$ cat src/rtl/reg_bank_pkg.sv
// Shared types and helpers for the register-bank responder: the response
// record carried through the output buffer and per-register reset lookup.
package reg_bank_pkg;

    // Data width carried by the response record; the top-level DATA_WIDTH
    // parameter is expected to match it.
    localparam int RSP_DATA_WIDTH = 4;
    localparam int MAX_REGS       = 16;
    localparam int PATTERN_MAX_W  = RSP_DATA_WIDTH * MAX_REGS;

    typedef struct packed {
        logic                      write;
        logic                      err;
        logic [RSP_DATA_WIDTH-1:0] rdata;
    } rsp_t;

    localparam rsp_t RSP_EMPTY = {1'b0, 1'b0, {RSP_DATA_WIDTH{1'b0}}};

    // Reset value of register idx, taken from a concatenated pattern.
    function automatic logic [RSP_DATA_WIDTH-1:0] reset_value(
        input logic [PATTERN_MAX_W-1:0] pattern,
        input int unsigned              idx
    );
        return pattern[idx*RSP_DATA_WIDTH +: RSP_DATA_WIDTH];
    endfunction

endpackage

$ cat src/rtl/reg_bank_rsp_fifo.sv
// Two-entry in-order response buffer. Entries shift toward the head slot so
// the head is always a register, keeping the rsp_* outputs flop-driven.
module reg_bank_rsp_fifo
    import reg_bank_pkg::*;
(
    input  logic       clk,
    input  logic       rst_n,
    input  logic       push,
    input  rsp_t       push_data,
    input  logic       pop,
    output rsp_t       head,
    output logic [1:0] count
);

    rsp_t       head_q, head_d;
    rsp_t       tail_q, tail_d;
    logic [1:0] count_q, count_d;

    // Next-state of the two slots and occupancy for every push/pop combination.
    always_comb begin
        head_d  = head_q;
        tail_d  = tail_q;
        count_d = count_q;
        case (count_q)
            2'd0: begin
                if (push) begin
                    head_d  = push_data;
                    count_d = 2'd1;
                end else begin
                    count_d = 2'd0;
                end
            end
            2'd1: begin
                if (push && pop) begin
                    head_d = push_data;
                end else if (push) begin
                    tail_d  = push_data;
                    count_d = 2'd2;
                end else if (pop) begin
                    head_d  = RSP_EMPTY;
                    count_d = 2'd0;
                end else begin
                    count_d = 2'd1;
                end
            end
            2'd2: begin
                if (push && pop) begin
                    head_d = tail_q;
                    tail_d = push_data;
                end else if (pop) begin
                    head_d  = tail_q;
                    tail_d  = RSP_EMPTY;
                    count_d = 2'd1;
                end else begin
                    count_d = 2'd2;
                end
            end
            default: begin
                head_d  = RSP_EMPTY;
                tail_d  = RSP_EMPTY;
                count_d = 2'd0;
            end
        endcase
    end

    // Slot and occupancy registers; reset discards any pending responses.
    always_ff @(posedge clk or negedge rst_n) begin
        if (!rst_n) begin
            head_q  <= RSP_EMPTY;
            tail_q  <= RSP_EMPTY;
            count_q <= 2'd0;
        end else begin
            head_q  <= head_d;
            tail_q  <= tail_d;
            count_q <= count_d;
        end
    end

    assign head  = head_q;
    assign count = count_q;

endmodule

$ cat src/rtl/reg_bank_responder.sv
// Responder for single-beat register read/write requests: decodes the request,
// updates the register bank and queues one response per accepted request.
module reg_bank_responder
    import reg_bank_pkg::*;
#(
    parameter int DATA_WIDTH = 4,
    parameter int NUM_REGS   = 4,
    parameter int ADDR_WIDTH = 4,
    parameter logic [DATA_WIDTH*NUM_REGS-1:0] RESET_PATTERN = 16'h3210
) (
    input  logic                  clk,
    input  logic                  rst_n,
    input  logic                  clear,
    input  logic                  req_valid,
    output logic                  req_ready,
    input  logic                  req_write,
    input  logic [ADDR_WIDTH-1:0] req_addr,
    input  logic [DATA_WIDTH-1:0] req_wdata,
    output logic                  rsp_valid,
    input  logic                  rsp_ready,
    output logic                  rsp_write,
    output logic                  rsp_err,
    output logic [DATA_WIDTH-1:0] rsp_rdata
);

    localparam logic [PATTERN_MAX_W-1:0] PATTERN_EXT  = PATTERN_MAX_W'(RESET_PATTERN);
    localparam logic [ADDR_WIDTH:0]      NUM_REGS_CMP = (ADDR_WIDTH+1)'(NUM_REGS);

    logic [DATA_WIDTH-1:0] regs_q [NUM_REGS];
    logic [DATA_WIDTH-1:0] regs_d [NUM_REGS];

    logic                  req_ready_s;
    logic                  accept_s;
    logic                  pop_s;
    logic                  in_range_s;
    logic [DATA_WIDTH-1:0] rd_value_s;
    rsp_t                  push_data_s;
    rsp_t                  head_s;
    logic [1:0]            count_s;

    // Ready depends only on buffer occupancy (registered) and is held low in reset.
    assign req_ready_s = rst_n & (count_s != 2'd2);
    assign accept_s    = req_valid & req_ready_s;
    assign pop_s       = (count_s != 2'd0) & rsp_ready;

    // Address decode, pre-edge register read and response record formation.
    always_comb begin
        in_range_s = ({1'b0, req_addr} < NUM_REGS_CMP);
        rd_value_s = {DATA_WIDTH{1'b0}};
        for (int i = 0; i < NUM_REGS; i++) begin
            rd_value_s = (req_addr == ADDR_WIDTH'(i)) ? regs_q[i] : rd_value_s;
        end
        push_data_s.write = req_write;
        push_data_s.err   = ~in_range_s;
        if (!in_range_s) begin
            push_data_s.rdata = {DATA_WIDTH{1'b0}};
        end else if (req_write) begin
            push_data_s.rdata = req_wdata;
        end else begin
            push_data_s.rdata = rd_value_s;
        end
    end

    // Register bank next state: clear overrides any write on the same edge.
    always_comb begin
        for (int i = 0; i < NUM_REGS; i++) begin
            regs_d[i] = regs_q[i];
            if (clear) begin
                regs_d[i] = reset_value(PATTERN_EXT, i);
            end else if (accept_s && req_write && in_range_s && (req_addr == ADDR_WIDTH'(i))) begin
                regs_d[i] = req_wdata;
            end else begin
                regs_d[i] = regs_q[i];
            end
        end
    end

    // Register bank storage with asynchronous return to the reset pattern.
    always_ff @(posedge clk or negedge rst_n) begin
        if (!rst_n) begin
            for (int i = 0; i < NUM_REGS; i++) begin
                regs_q[i] <= reset_value(PATTERN_EXT, i);
            end
        end else begin
            for (int i = 0; i < NUM_REGS; i++) begin
                regs_q[i] <= regs_d[i];
            end
        end
    end

    reg_bank_rsp_fifo u_rsp_fifo (
        .clk       (clk),
        .rst_n     (rst_n),
        .push      (accept_s),
        .push_data (push_data_s),
        .pop       (pop_s),
        .head      (head_s),
        .count     (count_s)
    );

    assign req_ready = req_ready_s;
    assign rsp_valid = (count_s != 2'd0);
    assign rsp_write = head_s.write;
    assign rsp_err   = head_s.err;
    assign rsp_rdata = head_s.rdata;

endmodule
$ cat config.mk
export PLATFORM = sky130hd
export DESIGN_NAME = reg_bank_responder
export DESIGN_NICKNAME = d
export VERILOG_FILES = /design/src/rtl/reg_bank_pkg.sv /design/src/rtl/reg_bank_rsp_fifo.sv /design/src/rtl/reg_bank_responder.sv
export SDC_FILE = /design/constraint.sdc
export NUM_CORES = 1
export LEC_CHECK = 0
export ABC_AREA = 1
export BUFFER_PORTS_ARGS = -buffer_cell sky130_fd_sc_hd__buf_2
export CELL_PAD_IN_SITES_DETAIL_PLACEMENT = 1
export CELL_PAD_IN_SITES_GLOBAL_PLACEMENT = 1
export CORE_MARGIN = 3
export CORE_UTILIZATION = 38
export CTS_CLUSTER_DIAMETER = 120
export DETAILED_ROUTE_END_ITERATION = 6
export HOLD_SLACK_MARGIN = 0.06
export PLACE_DENSITY_LB_ADDON = 0.1
export REMOVE_ABC_BUFFERS = 1
export SLEW_MARGIN = 0
export SYNTH_ARGS = -nofsm -noshare
export SYNTH_HDL_FRONTEND = slang
export SYNTH_HIERARCHICAL = 1
export SYNTH_SLANG_ARGS = --single-unit
$ cat constraint.sdc
create_clock -name clk -period 1.3 [get_ports clk]
set_input_delay 0.26 -clock clk [delete_from_list [all_inputs] [get_ports clk]]
set_output_delay 0.26 -clock clk [all_outputs]
set_load 0.01 [all_outputs]
Word level (Yosys, flattened, before mapping)
Cells that the tools add are included.

word-level totals
  register bits after elaboration = 30
  input bits = 14
  output and inout port bits = 8
  logic and storage cells = 78

cells by class
  $lt $le $gt $ge = 1
  equality and inequality tests = 13
  muxes and demuxes = 31
  bitwise operators = 5
  reductions and logical operators = 17

operators with widths
  cell                                                         count
  two-way mux 4 bit                                            14
  two-way mux 6 bit                                            8
  one-hot mux 6 bit (3 select lines)                           2
  != test 2 bit (second input constant)                        5
  nonzero test 2 bit                                           5
  == test 4 x 2 -> 1 bit (second input constant)               2
  two-way mux 2 bit                                            4
  AND reduction 4 bit                                          2
  logical AND 1 bit                                            7
  != test 3 x 1 -> 1 bit (second input constant)               2
  one-hot mux 2 bit (3 select lines)                           1
  == test 4 x 1 -> 1 bit (second input constant)               1
  zero test 4 bit                                              1
  less-than comparator 4 x 3 -> 1 bit (second input constant)  1
  AND 1 bit                                                    3
  != test 3 x 2 -> 1 bit (second input constant)               1
  == test 2 x 1 -> 1 bit (second input constant)               1
  == test 2 bit (second input constant)                        1
  zero test 2 bit                                              1
  two-way mux 1 bit                                            2
  NOT 1 bit                                                    2
  AND reduction 2 bit                                          1

Longest topological paths before layout
Gate-level depths: netlist of the first run.

  word-level depth = 10
  depth in mapped cells = 11

By module
The synthesis of the first run kept the hierarchy.

by module, submodules not included
  module              times used  cells each  area each (um^2)  sequential area each (um^2)
  reg_bank_responder  1           149         1086.0            405.4
  reg_bank_rsp_fifo   1           130         942.2             350.3

Worst setup path before layout of the first run
OpenSTA, ideal clock, no wires.

  path type = reg-to-reg
  from = register u_rsp_fifo.count_q[1], in the netlist u_rsp_fifo/count[1]
  to = register u_rsp_fifo/tail_q[0] (netlist name)
  setup time = 0.120 ns
  arrival = 1.252 ns
  setup slack = -0.073 ns
  cell stages (with the launch flop) = 8
  buffers on the path = 1
  clock period less this slack = 1.373 ns
  path through = dfrtp_1 > inv_1 > ha_1 > buf_4 > nand3_1 > nand2_2 > o21ai_0 > nand2_1

on the way
  word-level cells in the longest chain between the ends = 6

ends and longest elaborated chain
  item                                                                                        RTL line                                          source
  start, declared                                                                             reg_bank_rsp_fifo.sv:17                           logic [1:0] count_q, count_d;
  start signal, assigned                                                                      reg_bank_rsp_fifo.sv:75                           count_q <= count_d;
  != test 2 bit                                                                               reg_bank_responder.sv:42                          assign req_ready_s = rst_n & (count_s != 2'd2);
  AND 1 bit                                                                                   reg_bank_responder.sv:42
  AND 1 bit                                                                                   reg_bank_responder.sv:43                          assign accept_s = req_valid & req_ready_s;
  logical AND 1 bit                                                                           reg_bank_rsp_fifo.sv:34, reg_bank_rsp_fifo.sv:47
  != test 3 x 1 -> 1 bit (no source line), or another cell as far along                       --
  AND reduction 4 bit (no source line) or one-hot mux 6 bit (3 select lines) (tied branches)  --
  end signal, assigned                                                                        reg_bank_rsp_fifo.sv:74                           tail_q <= tail_d;
  end, declared                                                                               reg_bank_rsp_fifo.sv:16                           rsp_t tail_q, tail_d;

Parallel ways exist; a longest one is shown, timed or not.
A chain may end at the register's enable or synchronous reset.

Final worst setup path of the first run
  from = register u_rsp_fifo.count_q[0], in the netlist u_rsp_fifo/count[0]
  to = register u_rsp_fifo/tail_q[2] (netlist name)

Same word-level chain as after synthesis.

==> results by group, run 1 <==
Logic synthesis
  • Largest family of logic cells by synthesized area: simple AND/OR/NAND/NOR gates
  • Summed instance area of the synthesized netlist: 2030 um2
  • Number of warning messages in the yosys log: 6
  • Avg Synthesized Cell Area: between 7 and 8 um2
  • Biggest area consumer among synthesized cells: sky130_fd_sc_hd__dfrtp_1
  • Share of cell area taken by muxes after synthesis: 0
  • Synth Area in Adders: 0.0370
  • Top cells by instance count after synthesis: sky130_fd_sc_hd__nand2_1 (87), sky130_fd_sc_hd__nand3_1 (44), sky130_fd_sc_hd__dfrtp_1 (26)
  • Number of register bits inferred by synthesis: 30
  • Number of flops mapped to enable cells by yosys: 0
  • Register area share after synthesis: 0.373
  • Async S/R FF share, synth: 1.00
  • Most numerous cell in the Yosys netlist: sky130_fd_sc_hd__nand2_1
  • Area fraction in and, or, nand and nor cells after synthesis: 0.436
  • Distinct cell type count after synthesis: 28
  • Post-synthesis compound-gate area fraction: 0.0623
  • Leading register cell type out of synthesis: sky130_fd_sc_hd__dfrtp_1
  • Gate count of the mapped netlist: 279
  • Leading post-synthesis cells by cell area: sky130_fd_sc_hd__dfrtp_1 (32%), sky130_fd_sc_hd__nand2_1 (16%), sky130_fd_sc_hd__nand3_1 (11%)
  • Share of the synthesized area in the top cell type: 0.321
  • Area share of xor/xnor cells in the synthesized design: 0

Clock tree
  • Clk sink count: 30
  • Worst-path clk slew: 0.07 ns
  • CTS tree: done
  • Clock Latency Late Sink: 0.28 ns
  • H-tree depth: 2
  • Cts bufs inserted: 5
  • Max Root-Sink Buffers: 2
  • Clock Tree Root: sky130_fd_sc_hd__clkbuf_8

Placement
  • Worst setup timing slack at the placement stage: -0.484 ns
  • Final Wtd Congestion: 0.894
  • Placed insts: slightly below 400
  • Placed standard-cell area: 2380 um2
  • Port bufs: 21
  • HPWL after detailed placement: between 4 and 5 mm

GRT
  • GRT Resource Usage Total: 0.229
  • First-pass GRT wire length: 11.1 mm
  • Pin count of the biggest net entering global routing: 24
  • Via count of the first global-routing pass: 2272
  • Number of antenna violations at the first check in global routing: 0
  • Remaining Overflow, GRT: 0

Detailed routing
  • Initial detailed-routing violation count: between 60 and 70
  • Total wirelength of the detailed-routed design: between 6 and 7 mm
  • Detail Route Antenna Nets: 0
  • Number of remaining DRC errors: 0
  • Vias: 2120
  • Detailed-router iteration count before antenna repair: 4
  • Vias per Instance: 5.21
  • Average wire per cell in the routed design: 16.4 um

Floorplan
  • Die boundary width: 79.1 um
  • Full die area: 6250 um2
  • Die H: around 79 um
  • Area of the placeable core: 4940 um2
  • IO Count: 22
  • Number of standard-cell rows in the floorplan: 25
  • Starting utilization of the core area: 0.410

Critical path
  • Startpoint-to-endpoint class of the critical path: register to register
  • Arr. time, crit path: approximately 1.7 ns
  • Kind of launch point of the worst setup path: register
  • Crit end category: register
  • Biggest fanout along the worst timing path: 7
  • R2r worst-path depth: 7
  • Critical path required time: approximately 1.5 ns

Cells and area
  • Final instance count without filler cells: 407
  • Design area: around 2900 um2
  • Ratio of cells with drive above 1 in the final layout: 0.412
  • Core Util, Final: 0.581
  • Filler cells: 633
  • Net count of the finished layout: 359
  • Area used by multi-input combinational logic: 1370 um2
  • Flip-flop and latch area: roughly 760 um2
  • Area delta synth->final: 41.5%
  • Inserted Diodes: 0

Outcome
  • Result of the run: finished, violations left
  • Failing checks: negative setup slack

STA
  • Setup TNS: -3.26 ns
  • Hold violation count in the final report: 0
  • Largest clock skew in the final design: approximately 0.0058 ns
  • Final critical-path share of the clock period: 1.14
  • Fin. max-slew vios: 0
  • Shortest clock period the worst path allows after layout: about 1.5 ns
  • Slew at the pin closest to its max-slew limit: ~0.65 ns
  • Fin worst setup slack: -0.188 ns
  • Worst hold slack: 0.126 ns
  • Max Fclk: between 600 and 700 MHz
  • Worst max-slew margin expressed relative to the limit: 0.568
  • Unrepaired setup endpoints after global routing: true
  • Number of failing setup endpoints in the final timing report: 31

Run
  • Max_cap viols: 0

Power and ir drop
  • Peak VDD IR: 0.770 mV
  • Post-route total power: 4.72 mW
  • Pwr Density: 1640 nW/um2
  • Leakage power: 1.45 nW

Worst hold path
  • Worst min-delay path class: primary input to async pin
## cell families (layout without fill, tap and decap cells)
| logic type | after synthesis | after routing |
|---|---|---|
| AO/OA/AOI/OAI | 22 | 22 |
| adder cells (fa/ha/maj) | 6 | 6 |
| buffers and inverters | 37 | 98 |
| flip-flops | 30 | 30 |
| AND/OR/NAND/NOR | 184 | 184 |
## worst paths after layout
check / start / to / slack, ns
max in group asynchronous: rst_n / u_rsp_fifo/count[1]$_DFFE_PN0P_ / 0.49
hold reg to reg: u_rsp_fifo/head[4]$_DFFE_PN0P_ / u_rsp_fifo/head[4]$_DFFE_PN0P_ / 0.48
setup reg to reg: u_rsp_fifo/count[0]$_DFFE_PN0P_ / u_rsp_fifo/tail_q[2]$_DFFE_PN0P_ / -0.19
setup / recovery: u_rsp_fifo/count[0]$_DFFE_PN0P_ / u_rsp_fifo/tail_q[2]$_DFFE_PN0P_ / -0.19
min in group clk: req_wdata[0] / regs_q[12]$_DFFE_PN0P_ / 0.26
hold / removal: rst_n / u_rsp_fifo/count[0]$_DFFE_PN0P_ / 0.13
## power by group
group | total, mW | leakage (nW) | internal [mW] | switching, mW
Sequential | 1.19 | 0.398 | 1.09 | 0.0947
Clock | 0.732 | 0.0395 | 0.380 | 0.353
Combinational | 2.80 | 1.01 | 1.23 | 1.57
## final cells by class
type                    count  share of cell area
repair buffers             63               0.164
clock buffers               8              0.0279
well taps                  67              0.0292
inverters                  27              0.0392
multi-input cells         212               0.476
flip-flops and latches     30               0.264
## what timing repair did
item	4_1_cts	5_1_grt
gates resized for setup	52	30
endpoints found under the hold margin	13	0
endpoints found under the setup margin	32	33
setup buffers	9	2
pin swaps	21	13
hold buffers	1	0
## cells in the final DEF, fill, tap and decap left out, types with 3 or more instances in the layout
cell,count
sky130_fd_sc_hd__buf_2,20
sky130_fd_sc_hd__buf_4,33
sky130_fd_sc_hd__buf_6,8
sky130_fd_sc_hd__clkbuf_1,3
sky130_fd_sc_hd__clkbuf_8,5
sky130_fd_sc_hd__dfrtp_1,25
sky130_fd_sc_hd__dfstp_2,4
sky130_fd_sc_hd__ha_4,4
sky130_fd_sc_hd__inv_1,17
sky130_fd_sc_hd__inv_2,6
sky130_fd_sc_hd__inv_4,3
sky130_fd_sc_hd__nand2_1,78
sky130_fd_sc_hd__nand2_2,8
sky130_fd_sc_hd__nand2_4,6
sky130_fd_sc_hd__nand3_1,29
sky130_fd_sc_hd__nand3_2,15
sky130_fd_sc_hd__nand3_4,3
sky130_fd_sc_hd__nand4_1,14
sky130_fd_sc_hd__nor2_1,12
sky130_fd_sc_hd__nor2_2,6
sky130_fd_sc_hd__nor2_4,7
sky130_fd_sc_hd__o21ai_0,12
sky130_fd_sc_hd__o21ai_1,3
## critical path: stages, from the launching register on
cell and delay, ns:
sky130_fd_sc_hd__dfrtp_1 0.36, sky130_fd_sc_hd__buf_6 0.13, sky130_fd_sc_hd__clkinvlp_4 0.16, sky130_fd_sc_hd__ha_4 0.22
sky130_fd_sc_hd__nand2_4 0.11, sky130_fd_sc_hd__nand2_8 0.08, sky130_fd_sc_hd__o21ai_0 0.21, sky130_fd_sc_hd__nand2_1 0.10
## registers in the layout (all words and copies together) (netlist names)
| signal | count |
|---|---|
| u_rsp_fifo/head | 6 |
| regs_q | 16 |
| u_rsp_fifo/tail_q | 6 |
| u_rsp_fifo/count | 2 |
## layer usage
layer	vias to the layer above	routed length, um	global-route usage
met4	0	149	0.0825
met5	-	0	0
met3	15	258	0.0385
met2	52	3430	0.396
li1	1029	-	-
met1	1024	2840	0.287
Note: power is estimated with default switching activity, not from simulation.
==> inputs of run 2 (changes only) <==
CORE_UTILIZATION = 40   (was 38)
clock period = 1.48 ns   (was 1.3 ns; I/O delays follow)
==> run 2 against run 1 <==
Against the previous run:
- the flow still finishes with violations (negative setup slack)
- clock power is 6.6% higher
- sequential share of layout area grew 2.5 points
- die area fell by 4.6%
- largest cell class unchanged
- clock skew about the same
- critical path depth increased by 2
- setup slack improved by 0.15 ns
- sequential cell count is the same
- total power down 15%
- fmax decreased by 1.7%
==> results by group, run 2 (synthesis gave the netlist of run 1 again) <==
Cells and area
  • Most common cell after layout, fill and taps aside: sky130_fd_sc_hd__nand2_1
  • Commonest cells after routing, fill and taps aside: sky130_fd_sc_hd__nand2_1 (81), sky130_fd_sc_hd__nand3_1 (40), sky130_fd_sc_hd__dfrtp_1 (25)
  • Filler cells: 625 (-1.3%)
  • Net count of the finished layout: 347 (-3.3%)
  • Design area: 2620 um2 (-8.7%)
  • Ratio of cells with drive above 1 in the final layout: 0.332 (-0.0794)
  • Register containing the most flip-flops in the final layout: regs_q
  • Core Util, Final: 0.544 (-0.0366)
  • Max FFs per register: 16 (unchanged)
  • Inserted Diodes: 0 (unchanged)
  • Area delta synth->final: 29.2%

Critical path
  • Worst stage delay on the critical path: 0.41 ns (+0.05 ns)
  • Library cell appearing most often on the critical path: sky130_fd_sc_hd__nand2_1
  • R2r worst-path depth: 9 (+2)
  • Worst setup path endpoint: u_rsp_fifo/tail_q[2]$_DFFE_PN0P_
  • Critical path required time: 1.66 ns (+0.19 ns)
  • FF-to-FF setup slack: -0.03 ns (+0.15 ns)
  • Critical path buffer and inverter count: 3 (+1)
  • Startpoint of the most critical register-to-register path: u_rsp_fifo/count[0]$_DFFE_PN0P_
  • Startpoint-to-endpoint class of the critical path: register to register
  • Arr. time, crit path: 1.69 ns (+0.04 ns)
  • Cell type group with the largest total delay on the critical path: buffers and inverters
  • Total number of cells along the worst setup path: 9 (+2)
  • Critical path's slowest cell: sky130_fd_sc_hd__dfrtp_1
  • Start point of the critical path: u_rsp_fifo/count[0]$_DFFE_PN0P_
  • Biggest fanout along the worst timing path: 6 (-1)
  • CP cell instances: buf_6 -> clkinvlp_4 -> ha_4 -> nand3_1 -> nand2_1 -> inv_2 -> nor2_1 -> nand2_1 -> nand2_1
  • Kind of launch point of the worst setup path: register
  • Capturing point of the worst reg2reg path: u_rsp_fifo/tail_q[2]$_DFFE_PN0P_
  • Crit end category: register

Detailed routing
  • Detail Route Antenna Nets: 0 (unchanged)
  • Initial detailed-routing violation count: 69 (+1.5%)
  • Vias per Instance: 5.17 (-0.66%)
  • Detailed-router iteration count before antenna repair: 5 (+1)
  • Vias: 2044 (-3.6%)
  • Average wire per cell in the routed design: 15.4 um (-6.2%)
  • Number of remaining DRC errors: 0 (unchanged)
  • Total wirelength of the detailed-routed design: 6.08 mm (-9.0%)

Clock tree
  • CTS tree: done
  • Worst-path clk slew: 0.07 ns (about the same)
  • Max Root-Sink Buffers: 2 (unchanged)
  • Cts bufs inserted: 5 (unchanged)
  • Clock Latency Late Sink: 0.29 ns (about the same)
  • Clk sink count: 30 (unchanged)
  • H-tree depth: 2 (unchanged)
  • Clock Tree Root: sky130_fd_sc_hd__clkbuf_8

Floorplan
  • IO Count: 22 (unchanged)
  • Die H: 77.2 um (-2.3%)
  • Full die area: 5960 um2 (-4.6%)
  • Starting utilization of the core area: 0.421 (+0.0107)
  • Number of standard-cell rows in the floorplan: 25 (unchanged)
  • Area of the placeable core: 4820 um2 (-2.5%)
  • Die boundary width: 77.2 um (-2.3%)

STA
  • Largest clock skew in the final design: 0.00543 ns (-0.000378 ns)
  • Slew at the pin closest to its max-slew limit: 0.359 ns (-0.290 ns)
  • Shortest clock period the worst path allows after layout: 1.51 ns (+0.0262 ns)
  • Fin worst setup slack: -0.0343 ns (+0.154 ns)
  • Number of failing setup endpoints in the final timing report: 11 (-65%)
  • Final critical-path share of the clock period: 1.02 (-0.122)
  • Max Fclk: 660 MHz (-1.7%)
  • Fin. max-slew vios: 0 (unchanged)
  • Hold violation count in the final report: 0 (unchanged)
  • Worst max-slew margin expressed relative to the limit: 0.760 (+0.192)
  • Unrepaired setup endpoints after global routing: true

Placement
  • HPWL after detailed placement: 4.60 mm (-3.2%)
  • Placed standard-cell area: 2350 um2 (-1.3%)
  • Port bufs: 21 (unchanged)
  • Final Wtd Congestion: 0.933 (+4.3%)

GRT
  • Remaining Overflow, GRT: 0 (unchanged)
  • First-pass GRT wire length: 10.1 mm (-8.2%)
  • Number of antenna violations at the first check in global routing: 0 (unchanged)
  • Via count of the first global-routing pass: 2141 (-5.8%)
  • Pin count of the biggest net entering global routing: 27 (+13%)
  • GRT Resource Usage Total: 0.216 (-0.0131)

Power and ir drop
  • Leakage power: 1.34 nW (-7.2%)
  • Pwr Density: 1530 nW/um2 (-7.1%)
  • Peak VDD IR: 0.627 mV (-19%)

Outcome
  • Failing checks: negative setup slack
  • Result of the run: finished, violations left

Worst hold path
  • Worst min-delay path class: primary input to async pin

Run
  • Max_cap viols: 0 (unchanged)
==> run 2: cell types whose count changed in the layout (fill, tap and decap cells not counted), sizes merged <==
cell / change
dlymetal6s4s: -1
dlygate4sd3: +1
buf: -12
==> run 2: stage by stage <==
stage / std cells / setup WS (ns) / setup TNS (ns) / hold WS (ns) / total power [mW]
floorplan: 269 / -0.224 / -1.71 / 0.000409 / 2.04
global placement: 384 / -0.151 / -0.538 / 0.231 / 2.81
detailed placement: 384 / -0.177 / -0.961 / 0.228 / 2.84
CTS: 393 / 0.00219 / 0 / 0.191 / 3.75
global route: 395 / -0.156 / -1.85 / 0.203 / 4.33
finish: 395 / -0.0343 / -0.151 / 0.167 / 4.00
==> run 2: report_power, final <==
group | internal (mW) | switching (mW) | leakage [nW]
logic | 0.929 | 1.24 | 0.889
registers | 0.959 | 0.0995 | 0.398
clock network | 0.469 | 0.311 | 0.0575
==> run 2: worst min-delay path by stage <==
stage / startpoint / end / slack (ns) / depth (start not counted)
2_1_floorplan: rst_n / regs_q[10]$_DFFE_PN0P_ / 0.0004 / 0
6_report: rst_n / regs_q[9]$_DFFE_PN0P_ / 0.17 / 3
5_1_grt: rst_n / regs_q[12]$_DFFE_PN0P_ / 0.20 / 3
3_5_place_dp: rst_n / u_rsp_fifo/count[0]$_DFFE_PN0P_ / 0.23 / 2
3_3_place_gp: rst_n / u_rsp_fifo/count[0]$_DFFE_PN0P_ / 0.23 / 2
4_1_cts: rst_n / regs_q[9]$_DFFE_PN0P_ / 0.19 / 3
==> run 2: metal layers <==
metal | vias to the layer above | GRT usage | wire (um)
met5 | - | 0 | 0
met4 | 0 | 0.0747 | 89
met3 | 11 | 0.0376 | 180
met2 | 37 | 0.376 | 3120
met1 | 992 | 0.268 | 2690
li1 | 1004 | - | -
==> run 2: what timing repair did <==
action / CTS / global route
gates cloned: 0 / 0
resized for setup: 12 / 28
setup endpoints to repair: 10 / 30
hold buffers: 1 / 0
hold endpoints to repair: 4 / 0
pin swaps: 2 / 10
setup buffers: 0 / 2
==> run 2: area by class of cell <==
class                           count  area [um2]  share of cell area
Sequential cell                    30         757               0.289
Multi-Input combinational cell    212        1200               0.457
Timing Repair Buffer               51         367               0.140
Clock buffer                        8         110              0.0420
Tap cell                           67        83.8              0.0320
Inverter                           27         105              0.0401
==> run 2: worst reg2reg max path: cells and delay by family, from the launching register on <==
| family | cells | cell delay, ns |
|---|---|---|
| and+or+nand+nor | 5 | 0.34 |
| DFF | 1 | 0.41 |
| adders and majority gates | 1 | 0.22 |
| buffers and inverters | 3 | 0.44 |
==> inputs of run 3 (changes only) <==
RECOVER_POWER = 50   (was not set)
==> run 3 against run 2 <==
Against the previous run:
- the flow still finishes with violations (negative setup slack)
- first-iteration DRC count up 8.7%
- die area stayed put
- critical endpoint unchanged
- total power is essentially flat
- non-clock buffer count stayed put
- routed wire length barely moved
- combinational power is essentially flat
- critical path type unchanged
- final area decreased by 0.24%
- largest power group unchanged
- sequential power is essentially flat
==> results by group, run 3 (synthesis gave the netlist of run 1 again) <==
STA
  • Shortest clock period the worst path allows after layout: 1.51 ns (-0.00373 ns)
  • Largest clock skew in the final design: 0.00673 ns (+0.00130 ns)
  • Number of failing setup endpoints in the final timing report: 10 (-1)
  • Worst hold slack: 0.326 ns (+0.159 ns)
  • Final critical-path share of the clock period: 1.02 (-0.00252)
  • Fin worst setup slack: -0.0305 ns (+0.00373 ns)
  • Setup TNS: -0.131 ns (+0.0203 ns)
  • Slew at the pin closest to its max-slew limit: 0.684 ns (+0.325 ns)
  • Hold violation count in the final report: 0 (unchanged)
  • Unrepaired setup endpoints after global routing: true
  • Fin. max-slew vios: 0 (unchanged)
  • Max Fclk: 662 MHz (+0.25%)
  • Worst max-slew margin expressed relative to the limit: 0.544 (-0.216)

Power and ir drop
  • Pwr Density: 1530 nW/um2 (+0.17%)
  • Part of the power in the clock network: 0.195 (about the same)
  • Share of total power in combinational logic: 0.541 (about the same)
  • Switching power as a share of total power: 0.412 (about the same)
  • Portion of total power attributed to sequential cells: 0.265 (about the same)
  • Internal power summed over all cells: 2.35 mW (about the same)
  • Post-route total power: 4.00 mW (about the same)
  • Leakage power: 1.34 nW (-0.32%)
  • Peak VDD IR: 0.627 mV (+0.13%)
  • Switching power of the nets: 1.65 mW (about the same)

Cells and area
  • Flip-flop and latch area: 757 um2 (unchanged)
  • Inserted Diodes: 0 (unchanged)
  • Core Util, Final: 0.543 (-0.00130)
  • Commonest cells after routing, fill and taps aside: sky130_fd_sc_hd__nand2_1 (81), sky130_fd_sc_hd__nand3_1 (40), sky130_fd_sc_hd__dfrtp_1 (25)
  • Register containing the most flip-flops in the final layout: regs_q
  • Design area: 2610 um2 (-0.24%)
  • Most common cell after layout, fill and taps aside: sky130_fd_sc_hd__nand2_1
  • Area delta synth->final: 28.9%
  • Max FFs per register: 16 (unchanged)
  • Area used by multi-input combinational logic: 1200 um2 (unchanged)
  • Filler cells: 627 (+0.32%)
  • Ratio of cells with drive above 1 in the final layout: 0.329 (-0.00305)
  • Net count of the finished layout: 347 (unchanged)
  • Final instance count without filler cells: 395 (unchanged)

Critical path
  • Critical path's slowest cell: sky130_fd_sc_hd__dfrtp_1
  • Cell type group with the largest total delay on the critical path: buffers and inverters
  • Crit end category: register
  • Startpoint of the most critical register-to-register path: u_rsp_fifo/count[0]$_DFFE_PN0P_
  • Kind of launch point of the worst setup path: register
  • Critical path buffer and inverter count: 3 (unchanged)
  • Startpoint-to-endpoint class of the critical path: register to register
  • Worst setup path endpoint: u_rsp_fifo/tail_q[2]$_DFFE_PN0P_
  • Biggest fanout along the worst timing path: 6 (unchanged)
  • FF-to-FF setup slack: -0.03 ns (about the same)
  • R2r worst-path depth: 9 (unchanged)
  • Start point of the critical path: u_rsp_fifo/count[0]$_DFFE_PN0P_
  • Critical path required time: 1.65 ns (about the same)
  • Arr. time, crit path: 1.68 ns (about the same)
  • Worst stage delay on the critical path: 0.41 ns (about the same)
  • CP cell instances: buf_6 -> clkinvlp_4 -> ha_4 -> nand3_1 -> nand2_1 -> inv_2 -> nor2_1 -> nand2_1 -> nand2_1
  • Capturing point of the worst reg2reg path: u_rsp_fifo/tail_q[2]$_DFFE_PN0P_
  • Library cell appearing most often on the critical path: sky130_fd_sc_hd__nand2_1
  • Total number of cells along the worst setup path: 9 (unchanged)

Detailed routing
  • Initial detailed-routing violation count: 75 (+8.7%)
  • Total wirelength of the detailed-routed design: 6.08 mm (about the same)
  • Vias per Instance: 5.17 (unchanged)
  • Number of remaining DRC errors: 0 (unchanged)
  • Detailed-router iteration count before antenna repair: 5 (unchanged)
  • Detail Route Antenna Nets: 0 (unchanged)
  • Vias: 2044 (unchanged)
  • Average wire per cell in the routed design: 15.4 um (about the same)

Clock tree
  • Clock Latency Late Sink: 0.29 ns (about the same)
  • Max Root-Sink Buffers: 2 (unchanged)
  • Worst-path clk slew: 0.07 ns (about the same)
  • Cts bufs inserted: 5 (unchanged)
  • Clk sink count: 30 (unchanged)
  • Clock Tree Root: sky130_fd_sc_hd__clkbuf_8
  • CTS tree: done
  • H-tree depth: 2 (unchanged)

Floorplan
  • Area of the placeable core: 4820 um2 (unchanged)
  • Starting utilization of the core area: 0.421 (unchanged)
  • Number of standard-cell rows in the floorplan: 25 (unchanged)
  • IO Count: 22 (unchanged)
  • Die boundary width: 77.2 um (unchanged)
  • Full die area: 5960 um2 (unchanged)
  • Die H: 77.2 um (unchanged)

Worst hold path
  • Startpoint of the lowest-slack hold path: req_wdata[0]
  • Worst min-delay path class: primary input to register

GRT
  • Remaining Overflow, GRT: 0 (unchanged)
  • Pin count of the biggest net entering global routing: 27 (unchanged)
  • Number of antenna violations at the first check in global routing: 0 (unchanged)
  • First-pass GRT wire length: 10.1 mm (unchanged)
  • Via count of the first global-routing pass: 2141 (unchanged)
  • GRT Resource Usage Total: 0.216 (unchanged)

Run
  • Max_cap viols: 0 (unchanged)

Placement
  • Placed standard-cell area: 2350 um2 (unchanged)
  • Port bufs: 21 (unchanged)
  • HPWL after detailed placement: 4.60 mm (unchanged)
  • Final Wtd Congestion: 0.933 (unchanged)
  • Worst setup timing slack at the placement stage: -0.177 ns (unchanged)
  • Placed insts: 384 (unchanged)

Outcome
  • Result of the run: finished, violations left
  • Failing checks: negative setup slack
run 3: cell types whose count changed in the layout (fill, tap and decap cells not counted), sizes merged:
| cell | before | now |
|---|---|---|
| buf | 50 | 48 |
| clkbuf | 8 | 10 |
run 3: routing by layer:
metal | part of all wire | track usage | vias up
met5 | 0 | 0 | -
met4 | 0.015 | 0.0747 | 0
met3 | 0.036 | 0.0376 | 8
met2 | 0.51 | 0.376 | 39
met1 | 0.44 | 0.268 | 989
li1 | - | - | 1008
run 3: worst reg2reg max path: stages, from the launching register on:
cell and delay (ns):
sky130_fd_sc_hd__dfrtp_1 0.41, sky130_fd_sc_hd__buf_6 0.15, sky130_fd_sc_hd__clkinvlp_4 0.17, sky130_fd_sc_hd__ha_4 0.22, sky130_fd_sc_hd__nand3_1 0.09, sky130_fd_sc_hd__nand2_1 0.08, sky130_fd_sc_hd__inv_2 0.12, sky130_fd_sc_hd__nor2_1 0.06
sky130_fd_sc_hd__nand2_1 0.06, sky130_fd_sc_hd__nand2_1 0.05
run 3: repair_timing:
| action | in CTS | in global routing |
|---|---|---|
| hold buffers | 1 | 0 |
| pin swaps | 2 | 10 |
| gates cloned | 0 | 0 |
| gates resized for setup | 12 | 28 |
| buffers inserted | 0 | 2 |
| hold endpoints to repair | 4 | 0 |
| setup endpoints to repair | 10 | 30 |
run 3: layout make-up:
cell class	count	area share
Multi-Input combinational cell	212	0.458
Sequential cell	30	0.290
Timing Repair Buffer	51	0.138
Clock buffer	8	0.0421
Inverter	27	0.0402
Tap cell	67	0.0321
run 3: how the worst min path moves through the flow:
stage / endpoint / slack, ns / depth (start not counted)
5_1_grt: regs_q[12]$_DFFE_PN0P_ / 0.33 / 3
6_report: regs_q[12]$_DFFE_PN0P_ / 0.33 / 3
4_1_cts: regs_q[9]$_DFFE_PN0P_ / 0.19 / 3
3_3_place_gp: u_rsp_fifo/count[0]$_DFFE_PN0P_ / 0.23 / 2
3_5_place_dp: u_rsp_fifo/count[0]$_DFFE_PN0P_ / 0.23 / 2
2_1_floorplan: regs_q[10]$_DFFE_PN0P_ / 0.0004 / 0
run 3: power by group through the flow:
stage	combinational (mW)	sequential, mW	clock (mW)
after floorplan	0.960	1.08	0
after global placement	1.76	1.06	0
after detailed placement	1.78	1.06	0
after CTS	1.89	1.05	0.803
after global routing	2.40	1.08	0.847
final	2.16	1.06	0.779
